--- src/rtl/product_accumulator.sv ---
// Sums groups of LEN sign-extended products and presents the result on a held valid/ready port.
// Define PRODUCT_ACCUMULATOR_SATURATE_EN to clamp every addition instead of wrapping.
module product_accumulator #(
    parameter int N     = 5,
    parameter int LEN   = 4,
    parameter int ACC_W = 2 * N + $clog2(LEN)
) (
    input  logic                     clk,
    input  logic                     rst_n,
    input  logic                     clear,
    input  logic                     in_valid,
    output logic                     in_ready,
    input  logic [2*N-1:0]           in_product,
    output logic                     out_valid,
    input  logic                     out_ready,
    output logic [ACC_W-1:0]         out_sum,
    output logic [$clog2(LEN):0]     out_count
);

    localparam int PW = 2 * N;
    localparam int CW = $clog2(LEN) + 1;

    localparam logic ST_ACCUM = 1'b0;
    localparam logic ST_HOLD  = 1'b1;

    localparam logic [CW-1:0] LAST_IDX = CW'(LEN - 1);
    localparam logic [CW-1:0] FULL_CNT = CW'(LEN);

    if (LEN < 2) begin : g_len_check
        $error("product_accumulator: LEN must be at least 2");
    end
    if (ACC_W < PW) begin : g_width_check
        $error("product_accumulator: ACC_W must be at least 2*N");
    end

    logic              state_q, state_d;
    logic [ACC_W-1:0]  acc_q, acc_d;
    logic [CW-1:0]     count_q, count_d;
    logic              out_valid_q, out_valid_d;
    logic [ACC_W-1:0]  out_sum_q, out_sum_d;

    logic [ACC_W-1:0]  addend;
    logic [ACC_W-1:0]  sum_raw;
    logic [ACC_W-1:0]  sum_next;

    assign addend  = ACC_W'($signed(in_product));
    assign sum_raw = acc_q + addend;

`ifdef PRODUCT_ACCUMULATOR_SATURATE_EN
    localparam logic [ACC_W-1:0] SUM_MAX = {1'b0, {(ACC_W - 1){1'b1}}};
    localparam logic [ACC_W-1:0] SUM_MIN = {1'b1, {(ACC_W - 1){1'b0}}};

    logic overflow;

    // Overflow only when both operands share a sign the result does not.
    assign overflow = (acc_q[ACC_W-1] == addend[ACC_W-1]) &&
                      (sum_raw[ACC_W-1] != acc_q[ACC_W-1]);

    always_comb begin
        sum_next = sum_raw;
        if (overflow) begin
            sum_next = acc_q[ACC_W-1] ? SUM_MIN : SUM_MAX;
        end
    end
`else
    assign sum_next = sum_raw;
`endif

    always_comb begin
        state_d     = state_q;
        acc_d       = acc_q;
        count_d     = count_q;
        out_valid_d = out_valid_q;
        out_sum_d   = out_sum_q;

        if (clear) begin
            // out_sum is left as-is: it is only meaningful while out_valid is high.
            state_d     = ST_ACCUM;
            acc_d       = '0;
            count_d     = '0;
            out_valid_d = 1'b0;
        end else begin
            case (state_q)
                ST_ACCUM: begin
                    if (in_valid) begin
                        if (count_q == LAST_IDX) begin
                            out_sum_d   = sum_next;
                            out_valid_d = 1'b1;
                            acc_d       = '0;
                            count_d     = FULL_CNT;
                            state_d     = ST_HOLD;
                        end else begin
                            acc_d   = sum_next;
                            count_d = count_q + 1'b1;
                        end
                    end
                end
                ST_HOLD: begin
                    if (out_ready) begin
                        out_valid_d = 1'b0;
                        count_d     = '0;
                        state_d     = ST_ACCUM;
                    end
                end
                default: begin
                    state_d = ST_ACCUM;
                end
            endcase
        end
    end

    always_ff @(posedge clk or negedge rst_n) begin
        if (!rst_n) begin
            state_q     <= ST_ACCUM;
            acc_q       <= '0;
            count_q     <= '0;
            out_valid_q <= 1'b0;
            out_sum_q   <= '0;
        end else begin
            state_q     <= state_d;
            acc_q       <= acc_d;
            count_q     <= count_d;
            out_valid_q <= out_valid_d;
            out_sum_q   <= out_sum_d;
        end
    end

    assign in_ready  = (state_q == ST_ACCUM);
    assign out_valid = out_valid_q;
    assign out_sum   = out_sum_q;
    assign out_count = count_q;

endmodule

--- config.mk ---
export PLATFORM = sky130hd
export DESIGN_NAME = product_accumulator
export DESIGN_NICKNAME = d
export VERILOG_FILES = /design/src/rtl/product_accumulator.sv
export SDC_FILE = /design/constraint.sdc
export NUM_CORES = 1
export LEC_CHECK = 0
export BUFFER_PORTS_ARGS = -buffer_cell sky130_fd_sc_hd__clkbuf_2
export CAP_MARGIN = 20
export CORE_MARGIN = 2
export CORE_UTILIZATION = 35
export CTS_BUF_LIST = sky130_fd_sc_hd__clkbuf_16
export DETAILED_ROUTE_END_ITERATION = 8
export GPL_ROUTABILITY_DRIVEN = 0
export PLACE_DENSITY_LB_ADDON = 0.25
export SLEW_MARGIN = 20
export SYNTH_ARGS = -nofsm -noshare
export SYNTH_HDL_FRONTEND = slang
export SYNTH_SLANG_ARGS = --single-unit
--- constraint.sdc ---
create_clock -name clk -period 2.7 [get_ports clk]
set_input_delay 0.54 -clock clk [delete_from_list [all_inputs] [get_ports clk]]
set_output_delay 0.54 -clock clk [all_outputs]
set_load 0.02 [all_outputs]
Word level (Yosys, flattened, before mapping)
Index checks and enable logic that the tools add are counted.
{"block": "op_classes", "add_sub_neg": 2, "n_mul": 0, "div_mod_pow": 0, "order_cmp": 0, "n_eq_ne": 5, "shift": 0, "n_mux": 19, "bitwise_logic": 2, "reduce_logical": 5}
{"operator": "$mux 12", "n": 4}
{"operator": "$add 12x12->12", "n": 1}
{"operator": "$mux 3", "n": 4}
{"operator": "$mux 1", "n": 8}
{"operator": "$ne 3x3->1 const B", "n": 2}
{"operator": "$pmux 3 s2", "n": 1}
{"operator": "$pmux 1 s2", "n": 2}
{"operator": "$reduce_and 2->1", "n": 2}
{"operator": "$reduce_and 4->1", "n": 1}
{"operator": "$add 3x1->3 const B", "n": 1}
{"operator": "$eq 3x2->1 const B", "n": 1}
{"operator": "$ne 3x2->1 const B", "n": 1}
{"operator": "$reduce_and 3->1", "n": 1}
{"operator": "$ne 2x2->1 const B", "n": 1}
{"operator": "$not 1->1", "n": 2}
{"operator": "$reduce_bool 2->1", "n": 1}
{"block": "totals", "regBits": 29, "latch_bits": 0, "ram_bits": 0, "mem_bits_ro": 0, "input_bits": 15, "out_inout_bits": 17, "elab_cells": 38, "memories": 0}

Longest topological paths before layout
Gate-level depths: netlist of the first run.
{"block": "depth", "ltp_word": 5, "ltp_mapped": 9, "mapped_depth_nobuf": 9}

Least setup slack after synthesis of the first run
OpenSTA, ideal clock, no wires.
{"block": "synth_timing", "path_kind": "input to register", "startpoint": "input port in_product[0]", "endpoint": "register out_sum_q[10], in the netlist out_sum[10]", "setup_ns": 0.125, "t_arrival_ns": 2.010, "required_ns": 2.575, "path_slack_ns": 0.566, "stages": 9, "n_path_buf": 0, "path_cell_list": "ha_1 > inv_1 > fa_1 > nand2b_1 > a21oi_1 > a211oi_2 > o21ai_1 > xor2_1 > mux2_2"}
{"block": "synth_between", "elab_chain_len": 1}
{"element": "from (decl)", "line": "13", "text": "input logic [2*N-1:0] in_product,"}
{"element": "$add 12x12->12", "line": "47", "text": "assign sum_raw = acc_q + addend;"}
{"element": "to (signal assigned)", "line": "124", "text": "out_sum_q <= out_sum_d;"}
{"element": "to (decl)", "line": "40", "text": "logic [ACC_W-1:0] out_sum_q, out_sum_d;"}
Every way passes these cells.
A chain may end at the register's enable or synchronous reset.

Worst setup path after layout of the first run
{"block": "layout_timing", "startpoint": "register acc_q[0]", "endpoint": "register out_sum_q[10], in the netlist out_sum[10]"}
{"block": "layout_between", "elab_chain_len": 1}
{"element": "from (decl)", "line": "37", "text": "logic [ACC_W-1:0] acc_q, acc_d;"}
{"element": "from (signal assigned)", "line": "115", "text": "acc_q <= '0;"}
{"element": "from (signal assigned)", "line": "121", "text": "acc_q <= acc_d;"}
{"element": "$add 12x12->12", "line": "47"}
Every way passes these cells.

==> results_dict.tcl, run 1 <==
set metrics [dict create \
    crit_path_start_kind "flip-flop" \
    syn_inst 167 \
    dr_total_vias 1277 \
    timing.critical_path.from "acc_q[0]$_DFFE_PN0P_" \
    seq_pwr_share 0.367 \
    globalRoute.totalOverflow 0 \
    rows 24 \
    fp.dieW_um 72.3 \
    clk_pin_slew_worst_paths_ps 50 \
    syn_area_per_cell_um2 9.77 \
    finalWorstSetupSlack_ps 609 \
    num-fill-cells 427 \
    critical-path-max-stage-delay_ps 390 \
    synth.cells.most_frequent "30 x nand2_1, 29 x dfrtp_1, 20 x o21ai_0" \
    p_clk_frac 0.333 \
    synth_edf_count 0 \
    path_delay_family "adder cells" \
    post_synth_instance_area_um2 1630 \
    syn_to_final_growth_pct 22.5 \
    max_clk_rate_mhz 478 \
    antenna_found_initial 0 \
    netSwitchingPower_mw 0.493 \
    synth_top_cell_by_area "dfrtp_1" \
    power.static_leakage_nw 0.976 \
    die-area_um2 5220 \
    crit_slowest_cell "fa_1" \
    synthTopCellsByArea "dfrtp_1 44%, ha_1 10%, nand2_1 6.9%" \
    via_count_of_the_first_global_routing_pass 1353 \
    combPwrFrac 0.301 \
    cap_violations 0 \
    die-height_um 72.3 \
    number_of_clock_buffers_inserted_by_tritoncts 5 \
    cells_resized_by_post_cts_repair 0 \
    coreArea_um2 4410 \
    yosys.cell_count.top_type "nand2_1" \
    tritoncts "done" \
    final-max-slew-violation-count 0 \
    worst_hold_path_type "in -> async" \
    ys_ff_latch 29 \
    post_layout_inst_area_um2 2000 \
    critical_path.cell_chain "ha_1 > inv_1 > fa_1 > nand2b_1 > a21oi_1 > a211oi_2 > o21ai_1 > xor2_1 > mux2_2" \
    placed_cell_area_um2 1870 \
    numClockSinks 29 \
    clock_tree.buffer_depth 2 \
    detail_route.first_pass.iterations 4 \
    report.power.total_mw 1.52 \
    async_flop_share 1.00 \
    routed_wire_length_per_instance_um 13.3 \
    final-setup-viol-count 0 \
    insertedDiodeCount 0 \
    period_needed_ps 2090 \
    endpoint_kind_of_the_worst_setup_timing_path "flip-flop" \
    largest_net_degree_at_the_start_of_global_routing 30 \
    finalClockSkew_ps 2.98 \
    clk_root_buffer_cell "clkbuf_16" \
    detail_route.iter0.violations 38 \
    worst-slew-pin-transition_ps 732 \
    slew-limit-headroom 0.512 \
    grt_use_total 0.151 \
    hpwlAfterDp_um 2520 \
    worst-endpoint-arrival_ps 2250 \
    finalCritPeriodShare 0.774 \
    required_ps 2860 \
    crit-reg2reg-launch "acc_q[0]$_DFFE_PN0P_" \
    clk-insertion-delay-late_ps 270 \
    viasPerCell 4.97 \
    fin_worst_hold_slack_ps 320 \
    cts.hold.buffers_added 0 \
    crit_path_max_fanout 3 \
    drc 0 \
    internal_power_mw 1.03 \
    cts_setup_buffers 0 \
    yosys.area.top_type_share 0.445 \
    hold_viol_final 0 \
    ctsHtreeMaxLevel 2 \
    drt-total-wl_um 3430 \
    grt_setup_unrepaired "false" \
    detail-route-antenna-nets 0 \
    path_buf_inv 1 \
    proportion_of_total_power_due_to_net_switching 0.324 \
    ios 32 \
    syn-num-nets 196 \
    share_of_cells_above_drive_strength_1 0.224 \
    peakVddDrop_v 0.000415 \
    finalSetupTns_ps 0 \
    timing_worst_setup_path_type "reg -> reg" \
    global_route_wire_length_before_repair_um 6060 \
    pwr_density_cell_nw_per_um2 761 \
    status "completed" \
    yosysWarningCount 0 \
    yosys.cell_types.count 32 \
    postSynth.topFlopCell "dfrtp_1" \
    post_synthesis_sequential_area_ratio 0.445 \
    nets 234 \
    starting_utilization_of_the_core_area 0.370 \
    setup_ws_pre_cts_ps 352 \
    port-buffer-count 31 \
]
## area by class of cell
| cell class | count | area [um^2] | share of cell area |
|---|---|---|---|
| clock buffers | 5 | 125 | 0.0626 |
| clock inverters | 2 | 7.51 | 0.00375 |
| inverters | 6 | 22.5 | 0.0113 |
| multi-input cells | 128 | 868 | 0.434 |
| flip-flops and latches | 29 | 726 | 0.363 |
| well taps | 52 | 65.1 | 0.0325 |
| repair buffers | 35 | 185 | 0.0926 |
## power by group through the flow
| stage | Combinational (mW) | Clock, mW | Sequential, mW |
|---|---|---|---|
| 6_report | 0.457 | 0.506 | 0.557 |
| 5_1_grt | 0.514 | 0.538 | 0.569 |
| 4_1_cts | 0.466 | 0.522 | 0.558 |
| 3_5_place_dp | 0.462 | 0 | 0.564 |
| 3_3_place_gp | 0.458 | 0 | 0.563 |
| 2_1_floorplan | 0.276 | 0 | 0.615 |
## state kept, by name, indices dropped and copies added, names as in the netlist
register,cells
out_count,3
state_q,1
out_sum,12
acc_q,12
out_valid,1
## cells in the final DEF, fill, tap and decap left out, types with 3 or more instances in the layout
cell type / count
ha_1: 13
clkbuf_16: 5
o21ai_1: 4
a21oi_1: 9
clkbuf_2: 31
dfrtp_1: 29
o21ai_0: 20
xor2_1: 7
nand2_1: 30
buf_4: 4
inv_1: 7
nor2_1: 10
xnor2_1: 3
o211ai_1: 3
nand2b_1: 3
## worst reg2reg max path, stage by stage (launching register included)
cell and delay (ps):
dfrtp_1 350, ha_1 190, inv_1 60, fa_1 390, nand2b_1 180, a21oi_1 170, a211oi_2 80, o21ai_1 190
xor2_1 110, mux2_2 270
## stage by stage
stage / std cells / util
after floorplan: 167 / -
after global placement: 250 / 0.423
after detailed placement: 250 / 0.423
after CTS: 257 / 0.453
after global routing: 257 / 0.453
final: 257 / 0.453
## worst paths after layout
check	end	slack (ps)	depth (start not counted)
worst max-delay path	out_sum[10]$_DFFE_PN0P_	610	9
worst min-delay path	out_sum[5]$_DFFE_PN0P_	320	1
worst max register to register	out_sum[10]$_DFFE_PN0P_	610	9
worst min register to register	out_sum[9]$_DFFE_PN0P_	470	2
max in group asynchronous	out_count[1]$_DFFE_PN0P_	1910	1
min in group clk	out_sum[9]$_DFFE_PN0P_	470	2
## cells by family (layout without fill, tap and decap cells)
family / after synthesis / count (layout) / synth area share
flops: 29 / 29 / 0.445
mux: 4 / 4 / 0.0261
compound gates: 49 / 49 / 0.196
simple gates: 50 / 50 / 0.130
buf+inv: 10 / 48 / 0.0230
xor+xnor: 11 / 11 / 0.0675
fa+ha+maj: 14 / 14 / 0.112
## per-layer routing
layer	part of all wire	vias up	GRT usage
met5	0	-	0
met1	0.47	593	0.192
li1	-	658	-
met4	0.021	0	0.0755
met3	0.035	7	0.0347
met2	0.48	19	0.240
(Power assumes the default switching activity.)
==> run 2, diff against run 1 <==
==> constraint.sdc (replaced) <==
create_clock -name clk -period 2.1 [get_ports clk]
set_input_delay 0.42 -clock clk [delete_from_list [all_inputs] [get_ports clk]]
set_output_delay 0.42 -clock clk [all_outputs]
set_load 0.02 [all_outputs]
==> results_dict.tcl, run 2 (same netlist as run 1, synthesis figures left out) <==
set metrics [dict create \
    status "completed" \
    crit_path_start_kind "flip-flop" \
    r2r_slack_ps 140 \
    pwr_density_cell_nw_per_um2 966 \
    crit_slowest_cell "dfrtp_1" \
    finalClockSkew_ps 4.95 \
    critical_path.cell_chain "ha_1 > inv_1 > fa_1 > nand2b_4 > a21oi_2 > a211oi_2 > o21ai_1 > xor2_1 > mux2_2" \
    period_needed_ps 1960 \
    fin_worst_hold_slack_ps 203 \
    global_route.peak_usage_layer "met2" \
    power.static_leakage_nw 1.03 \
    via_count_of_the_first_global_routing_pass 1270 \
    ios 32 \
    worst_hold_path_type "in -> async" \
    starting_utilization_of_the_core_area 0.370 \
    routed_wire_length_per_instance_um 13.3 \
    coreArea_um2 4410 \
    crit_path_max_fanout 3 \
    timing_worst_setup_path_type "reg -> reg" \
    tritoncts "done" \
    layout.cells.non_filler 265 \
    numClockSinks 29 \
    die-height_um 72.3 \
    port-buffer-count 31 \
    hold_viol_final 0 \
    worst-endpoint-arrival_ps 2110 \
    number_of_clock_buffers_inserted_by_tritoncts 5 \
    grt_use_total 0.150 \
    drc 0 \
    viasPerCell 4.91 \
    clk-insertion-delay-late_ps 270 \
    insertedDiodeCount 0 \
    final-max-slew-violation-count 0 \
    fp.dieW_um 72.3 \
    commonest_non_fill_non_tap_cell_in_the_layout "clkbuf_2" \
    seq_pwr_share 0.359 \
    regToRegEndpoint "out_sum[10]$_DFFE_PN0P_" \
    required_ps 2260 \
    grt.met2_usage 0.238 \
    critical-path-max-stage-delay_ps 380 \
    grt_setup_unrepaired "false" \
    worstRegToRegCells 9 \
    global_route_wire_length_before_repair_um 5910 \
    nets 241 \
    share_of_cells_above_drive_strength_1 0.258 \
    crit-reg2reg-launch "acc_q[0]$_DFFE_PN0P_" \
    slew-limit-headroom 0.507 \
    clk_pin_slew_worst_paths_ps 50 \
    max_clk_rate_mhz 511 \
    endpoint_kind_of_the_worst_setup_timing_path "flip-flop" \
    largest_net_degree_at_the_start_of_global_routing 30 \
    most-common-layout-cells "31 x clkbuf_2, 30 x nand2_1, 29 x dfrtp_1, 19 x o21ai_0, 13 x ha_1" \
    detail_route.iter0.violations 40 \
    cts.hold.buffers_added 0 \
    use_met1 0.186 \
    clk_root_buffer_cell "clkbuf_16" \
    p_clk_frac 0.330 \
    place.detailed.instances 257 \
    ctsHtreeMaxLevel 2 \
    combPwrFrac 0.311 \
    hpwlAfterDp_um 2690 \
    dr_total_vias 1302 \
    report.power.total_mw 2.00 \
    path_buf_inv 1 \
    globalRoute.totalOverflow 0 \
    peakVddDrop_v 0.000514 \
    groute.layer.met3.usage 0.0528 \
    internal_power_mw 1.35 \
    netSwitchingPower_mw 0.648 \
    antenna_found_initial 0 \
    detail-route-antenna-nets 0 \
    path_delay_family "compound AO/OA/AOI/OAI gates" \
    clock_tree.buffer_depth 2 \
    cap_violations 0 \
    die-area_um2 5220 \
    rows 24 \
    detail_route.first_pass.iterations 4 \
    final-setup-viol-count 0 \
    proportion_of_total_power_due_to_net_switching 0.325 \
    finalCritPeriodShare 0.932 \
    drt-total-wl_um 3530 \
    worst-slew-pin-transition_ps 739 \
    syn_to_final_growth_pct 26.7 \
]
[run 2: final cells by class]
| type | instances | area (um^2) |
|---|---|---|
| Timing Repair Buffer | 42 | 238 |
| Fill cell | 442 | 2350 |
| Clock inverter | 3 | 11.3 |
| Sequential cell | 29 | 726 |
| Tap cell | 52 | 65.1 |
| Multi-Input combinational cell | 128 | 880 |
| Clock buffer | 5 | 125 |
| Inverter | 6 | 22.5 |
[run 2: worst reg2reg max path, cell delays in order, from the launching register on]
cell	delay, ps
dfrtp_1	380
ha_1	200
inv_1	70
fa_1	200
nand2b_4	140
a21oi_2	50
a211oi_2	270
o21ai_1	110
xor2_1	160
mux2_2	260
[run 2: worst max path at each step]
stage | cells after the start | endpoint | slack, ps | start
2_1_floorplan | 9 | out_sum[10]$_DFFE_PN0P_ | 90 | in_product[0]
3_3_place_gp | 10 | out_sum[10]$_DFFE_PN0P_ | -50 | in_product[0]
3_5_place_dp | 10 | out_sum[10]$_DFFE_PN0P_ | -80 | in_product[0]
4_1_cts | 9 | out_sum[10]$_DFFE_PN0P_ | 70 | acc_q[0]$_DFFE_PN0P_
5_1_grt | 9 | out_sum[10]$_DFFE_PN0P_ | 20 | acc_q[0]$_DFFE_PN0P_
6_report | 9 | out_sum[10]$_DFFE_PN0P_ | 140 | acc_q[0]$_DFFE_PN0P_
[run 2: metrics by stage]
stage | setup WS, ps | cell area (um^2) | TNS (ps) | utilization
after floorplan | 85.8 | 1630 | 0 | -
after global placement | -53.6 | 1920 | -76.0 | 0.435
after detailed placement | -84.0 | 1920 | -156 | 0.435
after CTS | 70.6 | 2060 | 0 | 0.466
after global routing | 16.0 | 2070 | 0 | 0.468
final | 142 | 2070 | 0 | 0.468
[run 2: per-layer routing]
metal | share of wire | wire length [um]
met2 | 0.47 | 1650
met5 | 0 | 0
met4 | 0.012 | 44
met1 | 0.47 | 1670
met3 | 0.047 | 166
[run 2: what timing repair did]
item	4_1_cts	5_1_grt
setup buffers	0	0
resized for setup	0	3
setup endpoints to repair	0	4
[run 2: power by group through the flow]
stage	registers, mW	clock network [mW]	logic, mW
global placement	0.723	0	0.612
CTS	0.717	0.680	0.624
detailed placement	0.725	0	0.621
floorplan	0.791	0	0.355
global route	0.730	0.699	0.692
finish	0.716	0.658	0.622
==> run 3, diff against run 2 <==
--- a/config.mk
+++ b/config.mk
@@ -5,6 +5,7 @@
 export SDC_FILE = /design/constraint.sdc
 export NUM_CORES = 1
 export LEC_CHECK = 0
+export ABC_AREA = 1
 export BUFFER_PORTS_ARGS = -buffer_cell sky130_fd_sc_hd__clkbuf_2
 export CAP_MARGIN = 20
 export CORE_MARGIN = 2
@@ -12,7 +13,7 @@
 export CTS_BUF_LIST = sky130_fd_sc_hd__clkbuf_16
 export DETAILED_ROUTE_END_ITERATION = 8
 export GPL_ROUTABILITY_DRIVEN = 0
-export PLACE_DENSITY_LB_ADDON = 0.25
+export PLACE_DENSITY = 0.58
 export SLEW_MARGIN = 20
 export SYNTH_ARGS = -nofsm -noshare
 export SYNTH_HDL_FRONTEND = slang
==> constraint.sdc (replaced) <==
create_clock -name clk -period 2.1 [get_ports clk]
set_input_delay 0 -clock clk [delete_from_list [all_inputs] [get_ports clk]]
set_output_delay 0 -clock clk [all_outputs]
set_load 0.02 [all_outputs]
==> results_dict.tcl, run 3 <==
set metrics [dict create \
    status "completed" \
    place.detailed.instances 344 \
    nets 312 \
    r2r_slack_ps 260 \
    cap_violations 0 \
    ctsHtreeMaxLevel 2 \
    largest_net_degree_at_the_start_of_global_routing 30 \
    final-max-slew-violation-count 0 \
    grt_setup_unrepaired "false" \
    period_needed_ps 1840 \
    yosysWarningCount 0 \
    yosys.cell_count.top_type "nand2_1" \
    crit_path_start_kind "flip-flop" \
    post_synthesis_sequential_area_ratio 0.405 \
    timing.critical_path.from "acc_q[0]$_DFFE_PN0P_" \
    syn_inst 244 \
    number_of_clock_buffers_inserted_by_tritoncts 5 \
    hold_viol_final 0 \
    detail_route.first_pass.iterations 4 \
    endpoint_kind_of_the_worst_setup_timing_path "flip-flop" \
    synth_top_cell_by_area "dfrtp_1" \
    antenna_found_initial 0 \
    yosys.cell_types.count 22 \
    hpwlAfterDp_um 3100 \
    commonest_non_fill_non_tap_cell_in_the_layout "nand2_1" \
    crit_path_max_fanout 3 \
    drt-total-wl_um 4030 \
    fin_worst_hold_slack_ps 12.2 \
    finalSetupTns_ps 0 \
    peakVddDrop_v 0.000402 \
    die-height_um 75.6 \
    postSynth.topFlopCell "dfrtp_1" \
    detail_route.iter0.violations 73 \
    syn_area_per_cell_um2 7.35 \
    dr_total_vias 1601 \
    ys_ff_latch 29 \
    yosys.area.top_type_share 0.405 \
    syn-num-nets 273 \
    clk_pin_slew_worst_paths_ps 50 \
    layout.cells.non_filler 353 \
    power.static_leakage_nw 1.25 \
    finalCritPeriodShare 0.875 \
    die-area_um2 5710 \
    timing_worst_setup_path_type "reg -> reg" \
    coreArea_um2 5010 \
    final-setup-viol-count 0 \
    required_ps 2260 \
    fp.dieW_um 75.6 \
    viasPerCell 4.54 \
    num-fill-cells 564 \
    rows 26 \
    post_synth_instance_area_um2 1790 \
    cells_resized_by_post_cts_repair 0 \
    most-common-layout-cells "94 x nand2_1, 35 x inv_1, 31 x clkbuf_2, 29 x dfrtp_1, 20 x nand3_1" \
    finalClockSkew_ps 4.00 \
    async_flop_share 1.00 \
    drc 0 \
    via_count_of_the_first_global_routing_pass 1479 \
    ios 32 \
    starting_utilization_of_the_core_area 0.358 \
    max_clk_rate_mhz 545 \
    regToRegEndpoint "out_sum[6]$_DFFE_PN0P_" \
    worst_hold_path_type "in -> reg" \
    syn_to_final_growth_pct 21.6 \
    synthTopCellsByArea "dfrtp_1 40%, nand2_1 20%, ha_1 9.1%" \
    tritoncts "done" \
    clock_tree.buffer_depth 2 \
    register_area_um2 726 \
    insertedDiodeCount 0 \
    synth_edf_count 0 \
    detail-route-antenna-nets 0 \
    worstRegToRegCells 9 \
    clk-insertion-delay-late_ps 270 \
    global_route_wire_length_before_repair_um 6740 \
    worst-endpoint-arrival_ps 2000 \
    crit-reg2reg-launch "acc_q[0]$_DFFE_PN0P_" \
    clk_root_buffer_cell "clkbuf_16" \
    pwr_density_cell_nw_per_um2 1070 \
    synth.cells.most_frequent "94 x nand2_1, 34 x inv_1, 29 x dfrtp_1" \
    slew-limit-headroom 0.518 \
    grt_use_total 0.162 \
    globalRoute.totalOverflow 0 \
    numClockSinks 29 \
    multi_input_comb_area_um2 917 \
    critical_path.endpoint "out_sum[6]$_DFFE_PN0P_" \
    share_of_cells_above_drive_strength_1 0.152 \
    port-buffer-count 31 \
    routed_wire_length_per_instance_um 11.4 \
    worst-slew-pin-transition_ps 724 \
]
-- run 3: changes by cell type in the layout (fill, tap and decap cells not counted), moves of 7 or more --
cell / previous run / this run
buf_4: 11 / 1
inv_1: 9 / 35
nand2_1: 30 / 94
nand3_1: 0 / 20
o21ai_0: 19 / 12
-- run 3: per-layer routing --
metal  part of all wire  global-route usage
met4              0.019              0.0643
met1               0.48               0.212
met2               0.46               0.254
met5                  0                   0
met3              0.036              0.0450
-- run 3: cells by family (layout without fill, tap and decap cells) --
kind of cell / Yosys count / in the layout / share of synthesized area
buf+inv: 38 / 77 / 0.0837
xor+xnor: 5 / 5 / 0.0244
compound gates: 21 / 21 / 0.0635
simple gates: 137 / 137 / 0.322
fa+ha+maj: 14 / 14 / 0.102
flops: 29 / 29 / 0.405
-- run 3: worst min path at each step --
stage	end	slack (ps)	start	depth (start not counted)
floorplan	acc_q[0]$_DFFE_PN0P_	-300	rst_n	0
global placement	out_sum[9]$_DFFE_PN0P_	100	rst_n	1
detailed placement	acc_q[9]$_DFFE_PN0P_	110	rst_n	1
CTS	state_q$_DFF_PN0_	7	out_ready	4
global route	state_q$_DFF_PN0_	60	out_ready	4
finish	state_q$_DFF_PN0_	10	out_ready	4
-- run 3: layout make-up --
cell class | instances | area share
multi-input cells | 177 | 0.421
flip-flops and latches | 29 | 0.333
repair buffers | 34 | 0.0838
inverters | 36 | 0.0620
clock buffers | 5 | 0.0574
well taps | 70 | 0.0402
clock inverters | 2 | 0.00344
-- run 3: stage by stage --
stage,power [mW],cell area (um^2),utilization,setup WS (ps)
finish,2.33,2180,0.435,264
detailed placement,1.70,2030,0.405,281
CTS,2.37,2180,0.435,241
global route,2.53,2180,0.435,3.29
floorplan,1.43,1790,-,440
global placement,1.69,2030,0.405,346
-- run 3: where the power goes --
group          switching [mW]  leakage, nW  internal, mW
combinational           0.554        0.802         0.312
clock                   0.228       0.0685         0.421
sequential             0.0931        0.379         0.723
-- run 3: what timing repair did --
action	in CTS	in global routing
buffers inserted	0	0
endpoints found under the hold margin	30	0
setup endpoints to repair	0	0
hold buffers	2	0
-- run 3: worst max-delay path: stages, from the launching register on --
cell and delay (ps):
dfrtp_1 340, ha_1 200, inv_1 70, fa_1 410, nor2_1 150, nor2_1 80, o21ai_0 220, nand2_1 110
nand3_1 100, nand2_1 50
